$ cat src/rtl/nibble_serial_adder_pkg.sv
// ============================================================================
// Module : datapath_pkg
// Shared nibble width, serial-adder state encoding and nibble-count helper.
// Rev    : 1.0
// ============================================================================
`default_nettype none

package datapath_pkg;

   localparam int NIB_W = 4;

   typedef enum logic [1:0] {
      IDLE = 2'd0,
      RUN  = 2'd1,
      DONE = 2'd2
   } nsa_state_t;

   function automatic int nib_count(input int width);
      return width / NIB_W;
   endfunction

endpackage

`default_nettype wire

$ cat src/rtl/nibble_serial_adder_add4.sv
// ============================================================================
// Module : nibble_add4
// Combinational 4-bit Han-Carlson adder slice with carry-in.
// Optional carry-into-bit-3 output when NSA_OVERFLOW_EN is defined.
// Rev    : 1.0
// ============================================================================
`default_nettype none

module nibble_add4
   import datapath_pkg::*;
(
   input  logic [NIB_W-1:0] a,
   input  logic [NIB_W-1:0] b,
   input  logic             cin,
   output logic [NIB_W-1:0] s,
   output logic             cout
`ifdef NSA_OVERFLOW_EN
   ,output logic            c3
`endif
);

   logic [NIB_W-1:0] w_g;
   logic [NIB_W-1:0] w_p;
   logic             w_g0c;
   logic             w_g10;
   logic             w_p32;
   logic             w_g32;
   logic             w_g20;
   logic             w_g30;
   logic [NIB_W-1:0] w_c;

   assign w_g = a & b;
   assign w_p = a ^ b;

   // Carry-in is folded into bit 0's generate so the prefix tree is unchanged.
   assign w_g0c = w_g[0] | (w_p[0] & cin);

   // Odd positions first, then the even position picks up the odd result.
   assign w_g10 = w_g[1] | (w_p[1] & w_g0c);
   assign w_g32 = w_g[3] | (w_p[3] & w_g[2]);
   assign w_p32 = w_p[3] & w_p[2];
   assign w_g30 = w_g32 | (w_p32 & w_g10);
   assign w_g20 = w_g[2] | (w_p[2] & w_g10);

   assign w_c  = {w_g20, w_g10, w_g0c, cin};
   assign s    = w_p ^ w_c;
   assign cout = w_g30;

`ifdef NSA_OVERFLOW_EN
   assign c3 = w_g20;
`endif

endmodule

`default_nettype wire

$ cat src/rtl/nibble_serial_adder.sv
// ============================================================================
// Module : nibble_serial_adder
// Multi-cycle WIDTH-bit adder, one nibble per cycle, valid/ready on both sides.
// Optional signed-overflow output when NSA_OVERFLOW_EN is defined.
// Rev    : 1.0
// ============================================================================
`default_nettype none

module nibble_serial_adder
   import datapath_pkg::*;
#(
   parameter int WIDTH = 16
)(
   input  logic             clk,
   input  logic             rst,
   input  logic             in_valid,
   output logic             in_ready,
   input  logic [WIDTH-1:0] in_a,
   input  logic [WIDTH-1:0] in_b,
   input  logic             in_cin,
   output logic             out_valid,
   input  logic             out_ready,
   output logic [WIDTH-1:0] out_sum,
   output logic             out_cout
`ifdef NSA_OVERFLOW_EN
   ,output logic            out_ovf
`endif
);

   localparam int NIB   = nib_count(WIDTH);
   localparam int CNT_W = (NIB > 1) ? $clog2(NIB) : 1;
   localparam logic [CNT_W-1:0] c_cnt_last = CNT_W'(NIB - 1);

   generate
      if ((WIDTH % NIB_W) != 0 || WIDTH < 8) begin : g_width_check
         $error("nibble_serial_adder: WIDTH must be a multiple of 4 and >= 8");
      end
   endgenerate

   nsa_state_t        r_state;
   nsa_state_t        w_state_nxt;
   logic [WIDTH-1:0]  r_a_sh;
   logic [WIDTH-1:0]  r_b_sh;
   logic              r_carry;
   logic [CNT_W-1:0]  r_cnt;
   logic [NIB_W-1:0]  w_s;
   logic              w_cout;
   logic              w_accept;
   logic              w_last;
`ifdef NSA_OVERFLOW_EN
   logic              w_c3;
`endif

   nibble_add4 u_add4 (
      .a    (r_a_sh[NIB_W-1:0]),
      .b    (r_b_sh[NIB_W-1:0]),
      .cin  (r_carry),
      .s    (w_s),
      .cout (w_cout)
`ifdef NSA_OVERFLOW_EN
      ,.c3  (w_c3)
`endif
   );

   assign in_ready = ~rst & ((r_state == IDLE) | ((r_state == DONE) & out_ready));
   assign w_accept = in_valid & in_ready;
   assign w_last   = (r_state == RUN) && (r_cnt == c_cnt_last);

   always_comb begin
      w_state_nxt = r_state;
      case (r_state)
         IDLE:    if (in_valid) w_state_nxt = RUN;
         RUN:     if (r_cnt == c_cnt_last) w_state_nxt = DONE;
         DONE:    if (out_ready) w_state_nxt = in_valid ? RUN : IDLE;
         default: w_state_nxt = IDLE;
      endcase
   end

   always_ff @(posedge clk) begin
      if (rst) begin
         r_state   <= IDLE;
         r_a_sh    <= '0;
         r_b_sh    <= '0;
         r_carry   <= 1'b0;
         r_cnt     <= '0;
         out_valid <= 1'b0;
         out_sum   <= '0;
         out_cout  <= 1'b0;
`ifdef NSA_OVERFLOW_EN
         out_ovf   <= 1'b0;
`endif
      end else begin
         r_state <= w_state_nxt;

         if (r_state == DONE && out_ready)
            out_valid <= 1'b0;

         if (w_accept) begin
            r_a_sh  <= in_a;
            r_b_sh  <= in_b;
            r_carry <= in_cin;
            r_cnt   <= '0;
         end else if (r_state == RUN) begin
            // Nibbles enter at the top so nibble 0 lands at the bottom after NIB shifts.
            r_a_sh  <= r_a_sh >> NIB_W;
            r_b_sh  <= r_b_sh >> NIB_W;
            r_carry <= w_cout;
            r_cnt   <= r_cnt + 1'b1;
            out_sum <= {w_s, out_sum[WIDTH-1:NIB_W]};
            if (w_last) begin
               out_valid <= 1'b1;
               out_cout  <= w_cout;
`ifdef NSA_OVERFLOW_EN
               out_ovf   <= w_c3 ^ w_cout;
`endif
            end
         end
      end
   end

endmodule

`default_nettype wire

$ cat config.mk
export PLATFORM = sky130hd
export DESIGN_NAME = nibble_serial_adder
export DESIGN_NICKNAME = d
export VERILOG_FILES = /design/src/rtl/nibble_serial_adder_pkg.sv /design/src/rtl/nibble_serial_adder_add4.sv /design/src/rtl/nibble_serial_adder.sv
export SDC_FILE = /design/constraint.sdc
export NUM_CORES = 1
export LEC_CHECK = 0
export CORE_MARGIN = 5
export CORE_UTILIZATION = 40
export DETAILED_ROUTE_END_ITERATION = 8
export HOLD_SLACK_MARGIN = 0.15
export PLACE_DENSITY = 0.68
export SLEW_MARGIN = 30
export SYNTH_ARGS = -nofsm -noshare
export SYNTH_HDL_FRONTEND = slang
export SYNTH_SLANG_ARGS = --single-unit
$ cat constraint.sdc
create_clock -name clk -period 1.8 [get_ports clk]
set_clock_uncertainty 0.05 [all_clocks]
set_input_delay 0.27 -clock clk [delete_from_list [all_inputs] [get_ports clk]]
set_output_delay 0.27 -clock clk [all_outputs]
set_load 0.03 [all_outputs]
After elaboration in Yosys (flattened, before gate mapping)
Cells that the tools add are included.
W data, S select, Z words.
{ "classes": {"reduce_logical": 8, "eq_ne": 6, "mux": 15, "n_addsub": 1, "n_bitwise": 20} }
{ "op_table": {"columns": ["operator", "count"], "rows": [
  ["$mux W16", 4],
  ["$and A1 B1 Y1", 9],
  ["$xor A4 B4 Y4", 2],
  ["$mux W1", 7],
  ["$mux W2", 3],
  ["$ne A2 B2 Y1 const B", 3],
  ["$or A1 B1 Y1", 6],
  ["$pmux W2 S3", 1],
  ["$reduce_and A3 Y1", 2],
  ["$and A4 B4 Y4", 1],
  ["$eq A2 B2 Y1 const B", 2],
  ["$add A2 B1 Y2 const B", 1],
  ["$eq A2 B1 Y1 const B", 1],
  ["$logic_and A1 B1 Y1", 2],
  ["$logic_not A2 Y1", 1],
  ["$not A1 Y1", 2],
  ["$reduce_and A2 Y1", 1],
  ["$reduce_bool A2 Y1", 1],
  ["$reduce_or A2 Y1", 1]
]} }
{ "totals": {"ff_bits": 55, "in_bits": 37, "elab_cells": 58, "out_inout_bits": 19} }

Logic depth before layout (Yosys ltp)
Gate-level depths: netlist of run 1.
{ "logic_depth": {"depth_word": 9, "depth_mapped": 7, "mapped_depth_nobuf": 7} }

Cells and area by module
Synthesis of run 1 repeated with hierarchy kept, for this count alone.
{ "hier_totals": {"cells_unflattened": 260, "hier_area_um2": 2695.1} }
{ "by_module_without_submodules": {"columns": ["mod", "cells_each", "seq_area_each_um2", "area_each_um2", "n_inst"], "rows": [
  ["nibble_serial_adder", 246, 1101.1, 2568.7, 1],
  ["nibble_add4", 14, 0.0, 126.4, 1]
]} }

Least setup slack after synthesis of run 1
OpenSTA, ideal clock, no wires.
{ "synth_path": {"path_kind": "reg2reg", "startpoint": "register r_a_sh[0]", "endpoint": "register out_sum[15]", "t_required_ps": 1664, "arrival_ps": 1646, "synth_period_minus_slack_ps": 1781, "stages_incl_launch_ff": 8, "setup_time_ps": 86, "path_buffers": 0, "setup_slack_ps": 19, "path_cell_list": "dfxtp_1 > inv_1 > fa_1 > inv_1 > fa_1 > fa_1 > xnor2_1 > a211oi_1"} }
{ "synth_between": {"elab_chain_cells": 8, "elab_cells_between_ends": 9, "classes_between": "9 x bitwise"} }
{ "synth_lines": {"columns": ["item", "line", "rtl"], "rows": [
  ["start: declaration", "nibble_serial_adder.sv:42", "logic [WIDTH-1:0] r_a_sh;"],
  ["start signal: assignment", "nibble_serial_adder.sv:99", "r_a_sh <= in_a;"],
  ["start signal: assignment", "nibble_serial_adder.sv:105", "r_a_sh <= r_a_sh >> NIB_W;"],
  ["$xor A4 B4 Y4", "nibble_serial_adder_add4.sv:33", "assign w_p = a ^ b;"],
  ["$and A1 B1 Y1", "nibble_serial_adder_add4.sv:36", "assign w_g0c = w_g[0] | (w_p[0] & cin);"],
  ["$or A1 B1 Y1 (*)", "nibble_serial_adder_add4.sv:36", null],
  ["$and A1 B1 Y1 (*)", "nibble_serial_adder_add4.sv:39", "assign w_g10 = w_g[1] | (w_p[1] & w_g0c);"],
  ["$or A1 B1 Y1 (*)", "nibble_serial_adder_add4.sv:39", null],
  ["$and A1 B1 Y1 (*)", "nibble_serial_adder_add4.sv:43", "assign w_g20 = w_g[2] | (w_p[2] & w_g10);"],
  ["$or A1 B1 Y1 (*)", "nibble_serial_adder_add4.sv:43", null],
  ["$xor A4 B4 Y4 (*)", "nibble_serial_adder_add4.sv:46", "assign s = w_p ^ w_c;"],
  ["end signal: assignment", "nibble_serial_adder.sv:109", "out_sum <= {w_s, out_sum[WIDTH-1:NIB_W]};"],
  ["end: declaration", "nibble_serial_adder.sv:23", "output logic [WIDTH-1:0] out_sum,"]
]} }
Every way passes the cells marked *; elsewhere a longest branch is shown, timed or not.
A chain may end at the register's enable or synchronous reset.

Worst setup path after layout of run 1
{ "layout_path": {"startpoint": "register r_carry", "endpoint": "register out_sum[14]"} }
{ "layout_between": {"elab_chain_cells": 5} }
{ "layout_lines": {"columns": ["item", "line", "rtl"], "rows": [
  ["start: declaration", "nibble_serial_adder.sv:44", "logic r_carry;"],
  ["start signal: assignment", "nibble_serial_adder.sv:101", "r_carry <= in_cin;"],
  ["start signal: assignment", "nibble_serial_adder.sv:107", "r_carry <= w_cout;"],
  ["$and A1 B1 Y1", "nibble_serial_adder_add4.sv:36", null],
  ["$or A1 B1 Y1", "nibble_serial_adder_add4.sv:36", null],
  ["$and A1 B1 Y1", "nibble_serial_adder_add4.sv:39", null],
  ["$or A1 B1 Y1", "nibble_serial_adder_add4.sv:39", null],
  ["$xor A4 B4 Y4", "nibble_serial_adder_add4.sv:46", null],
  ["named net u_add4.s[2]", "nibble_serial_adder_add4.sv:15", "output logic [NIB_W-1:0] s,"]
]} }
The timed path passes the listed nets, and every way through them passes these cells.

==> results of run 1 <==
## routing by layer
metal	global-route usage [%]	wire length [um]
met5	0	0
met4	3.72	53
met3	3.67	379
met2	25.5	2990
met1	19.8	2920
## path summary, 6_finish.rpt
path	startpoint	to	slack [ns]	cells past startpoint
min	rst	r_state[0]$_SDFFE_PP0P_	0.17	2
min reg2reg	out_sum[3]$_SDFFE_PP0P_	out_sum[3]$_SDFFE_PP0P_	0.41	2
max reg2reg	r_carry$_SDFFE_PP0P_	out_sum[14]$_SDFFE_PP0P_	0.007	7
max	r_carry$_SDFFE_PP0P_	out_sum[14]$_SDFFE_PP0P_	0.007	7
## through the flow
stage	hold slack [ns]	power (W)	TNS [ns]	area, sq um
2_1_floorplan	0.370	0.00164	0	2600
3_3_place_gp	0.393	0.00181	-0.0243	3190
3_5_place_dp	0.400	0.00181	-0.0677	3190
4_1_cts	0.169	0.00254	-0.0694	3290
5_1_grt	0.183	0.00265	-0.204	3320
6_report	0.169	0.00253	0	3320
## worst max-delay path, stage by stage, from the launching register on
cell and delay (ns):
dfxtp_2 0.34, inv_2 0.06, fa_2 0.19, inv_2 0.04, fa_2 0.36, fa_2 0.54
nand2_2 0.05, a21oi_2 0.11
## logic make-up (layout without fill, tap and decap cells)
family / Yosys count / count (layout) / share of synthesized area (%)
compound gates: 67 / 67 / 18.4
xor+xnor: 2 / 2 / 0.674
fa+ha+maj: 6 / 6 / 3.75
buf+inv: 51 / 99 / 10.2
flops: 55 / 55 / 42.3
mux: 2 / 2 / 0.770
simple gates: 116 / 116 / 23.8
## state kept, by name, indices dropped and copies added, names as in the netlist
| register | cells |
|---|---|
| out_cout | 1 |
| out_sum | 16 |
| out_valid | 1 |
| r_a_sh | 16 |
| r_b_sh | 16 |
| r_carry | 1 |
| r_cnt | 2 |
| r_state | 2 |
## cell usage after synthesis (all sizes together), types with 3 or more instances
cell type / instances
a21oi: 27
a311oi: 10
buf: 25
clkbuf: 5
dfxtp: 55
fa: 3
ha: 3
inv: 21
nand2: 60
nand2b: 5
nand4: 24
nor2: 8
nor3: 3
nor4: 9
o311ai: 24
## placed cells by master, fill, tap and decap left out, drive strengths merged, types with 2 or more instances in the layout
cell           netlist  routed
buf                 25      17
a311oi              10      10
a211oi               2       2
or2                  2       2
nand2b               5       5
dfxtp               55      55
inv                 21      21
clkbuf               5       6
a21o                 2       2
o311ai              24      24
nand2               60      60
fa                   3       3
nand3                2       2
nor3                 3       3
xnor2                2       2
nor4                 9       9
nand4               24      24
clkdlybuf4s50        0      53
ha                   3       3
mux2i                2       2
nor2                 8       8
a21oi               27      27
## final cells by class
class / instances / area (sq um)
inverter: 21 / 78.8
timing repair buffer: 70 / 681
tap: 77 / 96.3
multi-input combinational: 193 / 1260
sequential: 55 / 1100
clock buffer: 6 / 82.6
fill: 612 / 3030
clock inverter: 2 / 16.3
## power groups by stage
stage / combinational (W) / clock [W] / sequential, W
2_1_floorplan: 0.000265 / 0 / 0.00137
5_1_grt: 0.000509 / 0.000799 / 0.00134
3_3_place_gp: 0.000449 / 0 / 0.00136
4_1_cts: 0.000456 / 0.000754 / 0.00133
6_report: 0.000466 / 0.000733 / 0.00133
3_5_place_dp: 0.000453 / 0 / 0.00136
## what timing repair did
| item | in CTS | in global routing |
|---|---|---|
| pin swaps | 0 | 5 |
| cloned | 0 | 0 |
| setup buffers | 0 | 1 |
| endpoints found under the setup margin | 3 | 7 |
| resized for setup | 1 | 14 |
==> impl_metrics.tcl, run 1 <==
set metrics [dict create \
    status "complete, no violations" \
    ys_ff_latch 55 \
    grt_pass1_wl_um 10600 \
    async_flop_share_pct 0 \
    grt_util_all_layers_pct 15.3 \
    cts_buffer_depth 2 \
    htreeDepth 2 \
    worstMarginPinSlew_ns 0.956 \
    cts_tree "built" \
    synth_top_area_share_pct 42.3 \
    routabilityCongestion 0.777 \
    comb_power_share_pct 18.4 \
    drv_cap 0 \
    first_pass_iters 4 \
    antenna_found_initial 0 \
    finalCritPeriodShare_pct 99.6 \
    end_kind "flip-flop" \
    synth-edff-count 0 \
    ir_drop_mv 0.355 \
    fin_cells 424 \
    setup_viol 0 \
    ys_seq_area_share_pct 42.3 \
    max_freq_mhz 558 \
    synth_cell_types 36 \
    n_antenna_cell 0 \
    yosysWarnings 0 \
    drv_slew 0 \
    clock_latency_ns 0.31 \
    final_hold_viol_count 0 \
    synth_area_sq_um 2600 \
    syn_avg_cell_area_sq_um 8.70 \
    cts.sinks 55 \
    rows 29 \
    start_util_pct 40.9 \
    fin_ws_ns 0.00698 \
    power_density_nw_per_um2 763 \
    drc 0 \
    seqPwrFrac_pct 52.7 \
    critical_path_arrival_ns 1.99 \
    die_h_um 90.6 \
    power_frac_clock_pct 28.9 \
    synth_cells 299 \
    area_growth_pct 27.8 \
    fin_nets 389 \
    swShare_pct 28.4 \
    via_per_inst 5.48 \
    cts_buffers 5 \
    required_ns 1.99 \
    grt_pass1_vias 2255 \
    io_buffers 55 \
    cts.hold.buffers_added 0 \
    vias 2325 \
    synth.area.top_cells "dfxtp_1, nand2_1, nand4_1" \
    die_w_um 90.6 \
    drt-total-wl_um 6340 \
    utilization_pct 52.3 \
    die-area_sq_um 8210 \
    drive_gt1_share_pct 15.9 \
    hold_class "input port to flip-flop" \
    hpwlAfterDp_um 4500 \
    p_leak_nw 1.10 \
    place_ws_ns -0.0677 \
    wl_per_cell_um 14.9 \
    grt_max_degree 44 \
    layout_min_cycle_time_ns 1.79 \
    relSlewSlack_pct 36.0 \
    synth_top_area_cell "dfxtp_1" \
    cp-start-kind "flip-flop" \
    drtIter0Drc 120 \
    cts.clk_slew.worst_paths_ns 0.10 \
    synth_top_flop_cell "dfxtp_1" \
    dp_cells 415 \
    switchingPower_w 0.000718 \
    clockRootBuffer "clkbuf_8" \
    critPathKind "flip-flop to flip-flop" \
    overflow 0 \
    intPower_w 0.00181 \
    syn-num-nets 342 \
    ios 56 \
    antenna_left 0 \
    rsz0062_at_grt "true" \
    cp_max_fo 2 \
    coreArea_sq_um 6350 \
]
No activity file was read; power rests on OpenSTA's default activity.
==> run 2: changes to the inputs <==
Settings changed: MAX_ROUTING_LAYER from default to met4.
==> impl_metrics.tcl, run 2 (synthesized netlist as in run 1, its figures left out) <==
set metrics [dict create \
    status "complete, no violations" \
    seq_area_sq_um 1100 \
    critical_path_arrival_ns 1.99 \
    final_hold_viol_count 0 \
    layout_min_cycle_time_ns 1.80 \
    path_buf_inv 2 \
    required_ns 1.99 \
    htreeDepth 2 \
    drv_cap 0 \
    dp_cells 415 \
    die_w_um 90.6 \
    rows 29 \
    end_kind "flip-flop" \
    cts_tree "built" \
    wl_per_cell_um 15.1 \
    setup_viol 0 \
    area_growth_pct 27.8 \
    routabilityCongestion 0.787 \
    max_freq_mhz 557 \
    worstMarginPinSlew_ns 0.942 \
    grt_pass1_vias 2255 \
    ios 56 \
    grt_max_degree 44 \
    hold_class "input port to flip-flop" \
    drc 0 \
    slowest_stage "fa_2" \
    die-area_sq_um 8210 \
    clockRootBuffer "clkbuf_8" \
    final_common_cell "nand2_1" \
    drv_slew 0 \
    relSlewSlack_pct 36.9 \
    vias 2357 \
    overflow 0 \
    utilization_pct 52.3 \
    final_cell_mix "nand2_1, clkdlybuf4s50_1, dfxtp_1" \
    ir_drop_mv 0.355 \
    start_util_pct 40.9 \
    critPathKind "flip-flop to flip-flop" \
    io_buffers 55 \
    final.setup.tns_ns 0 \
    drt-total-wl_um 6380 \
    cp_cell_sequence "inv_2, fa_2, inv_2, fa_2, fa_2, nand2_2, a21oi_2" \
    critPathMaxStageDelay_ns 0.54 \
    p_leak_nw 1.10 \
    antenna_left 0 \
    grt_util_all_layers_pct 15.7 \
    cpMostUsedCell "fa_2" \
    cts.sinks 55 \
    fillCellCount 612 \
    hpwlAfterDp_um 4500 \
    fin_cells 424 \
    drtIter0Drc 126 \
    cts_buffer_depth 2 \
    fin_nets 389 \
    via_per_inst 5.56 \
    grt_pass1_wl_um 10600 \
    first_pass_iters 4 \
    antenna_found_initial 0 \
    cts.hold.buffers_added 0 \
    cp-start-kind "flip-flop" \
    crit_family "adder cells" \
    multiInputGateArea_sq_um 1260 \
    clock_latency_ns 0.31 \
    power_density_nw_per_um2 762 \
    die_h_um 90.6 \
    drive_gt1_share_pct 15.9 \
    finalCritPeriodShare_pct 99.8 \
    cts_buffers 5 \
    cts.clk_slew.worst_paths_ns 0.10 \
    n_antenna_cell 0 \
    rsz0062_at_grt "true" \
    coreArea_sq_um 6350 \
    top_regs "out_sum (16), r_a_sh (16), r_b_sh (16)" \
    cp_max_fo 2 \
]
run 2: layer usage:
metal	wire length [um]	track usage, %
met1	2920	20.0
met3	375	3.42
met2	3000	25.5
met4	85	3.72
met5	0	-
run 2: worst reg2reg max path, delay by kind of cell, from the launching register on:
kind / cells / cell delay, ns
flip-flops: 1 / 0.34
AO/OA/AOI/OAI: 1 / 0.10
buffers and inverters: 2 / 0.10
adder cells (fa/ha/maj): 3 / 1.09
AND/OR/NAND/NOR: 1 / 0.05
run 2: timing repair:
action	CTS	global route
gates cloned	0	0
buffers inserted	0	1
gates resized for setup	1	14
pin swaps	0	5
setup endpoints to repair	3	8
endpoints found under the hold margin	0	0
run 2: path summary, 6_finish.rpt:
check / to / start / slack (ns) / cells after the start
worst max-delay path: out_sum[14]$_SDFFE_PP0P_ / r_carry$_SDFFE_PP0P_ / 0.004 / 7
worst min-delay path: r_state[0]$_SDFFE_PP0P_ / rst / 0.17 / 2
worst max register to register: out_sum[14]$_SDFFE_PP0P_ / r_carry$_SDFFE_PP0P_ / 0.004 / 7
worst min register to register: out_sum[3]$_SDFFE_PP0P_ / out_sum[3]$_SDFFE_PP0P_ / 0.41 / 2
run 2: area by class of cell:
| type | count | share of cell area, % |
|---|---|---|
| Multi-Input combinational cell | 193 | 38.0 |
| Sequential cell | 55 | 33.3 |
| Timing Repair Buffer | 70 | 20.5 |
| Tap cell | 77 | 2.90 |
| Clock buffer | 6 | 2.49 |
| Inverter | 21 | 2.37 |
| Clock inverter | 2 | 0.490 |
run 2: power by group:
group          internal [W]  switching, W
sequential          0.00129     0.0000495
clock              0.000315      0.000416
combinational      0.000214      0.000252
total               0.00181      0.000717
run 2: stage by stage:
step / cell area [sq um] / power, W / setup WS, ns / hold WS, ns
global route: 3320 / 0.00265 / -0.0702 / 0.183
floorplan: 2600 / 0.00164 / 0.0186 / 0.370
global placement: 3190 / 0.00181 / -0.0243 / 0.393
detailed placement: 3190 / 0.00181 / -0.0677 / 0.400
CTS: 3290 / 0.00254 / -0.0389 / 0.169
finish: 3320 / 0.00253 / 0.00411 / 0.167
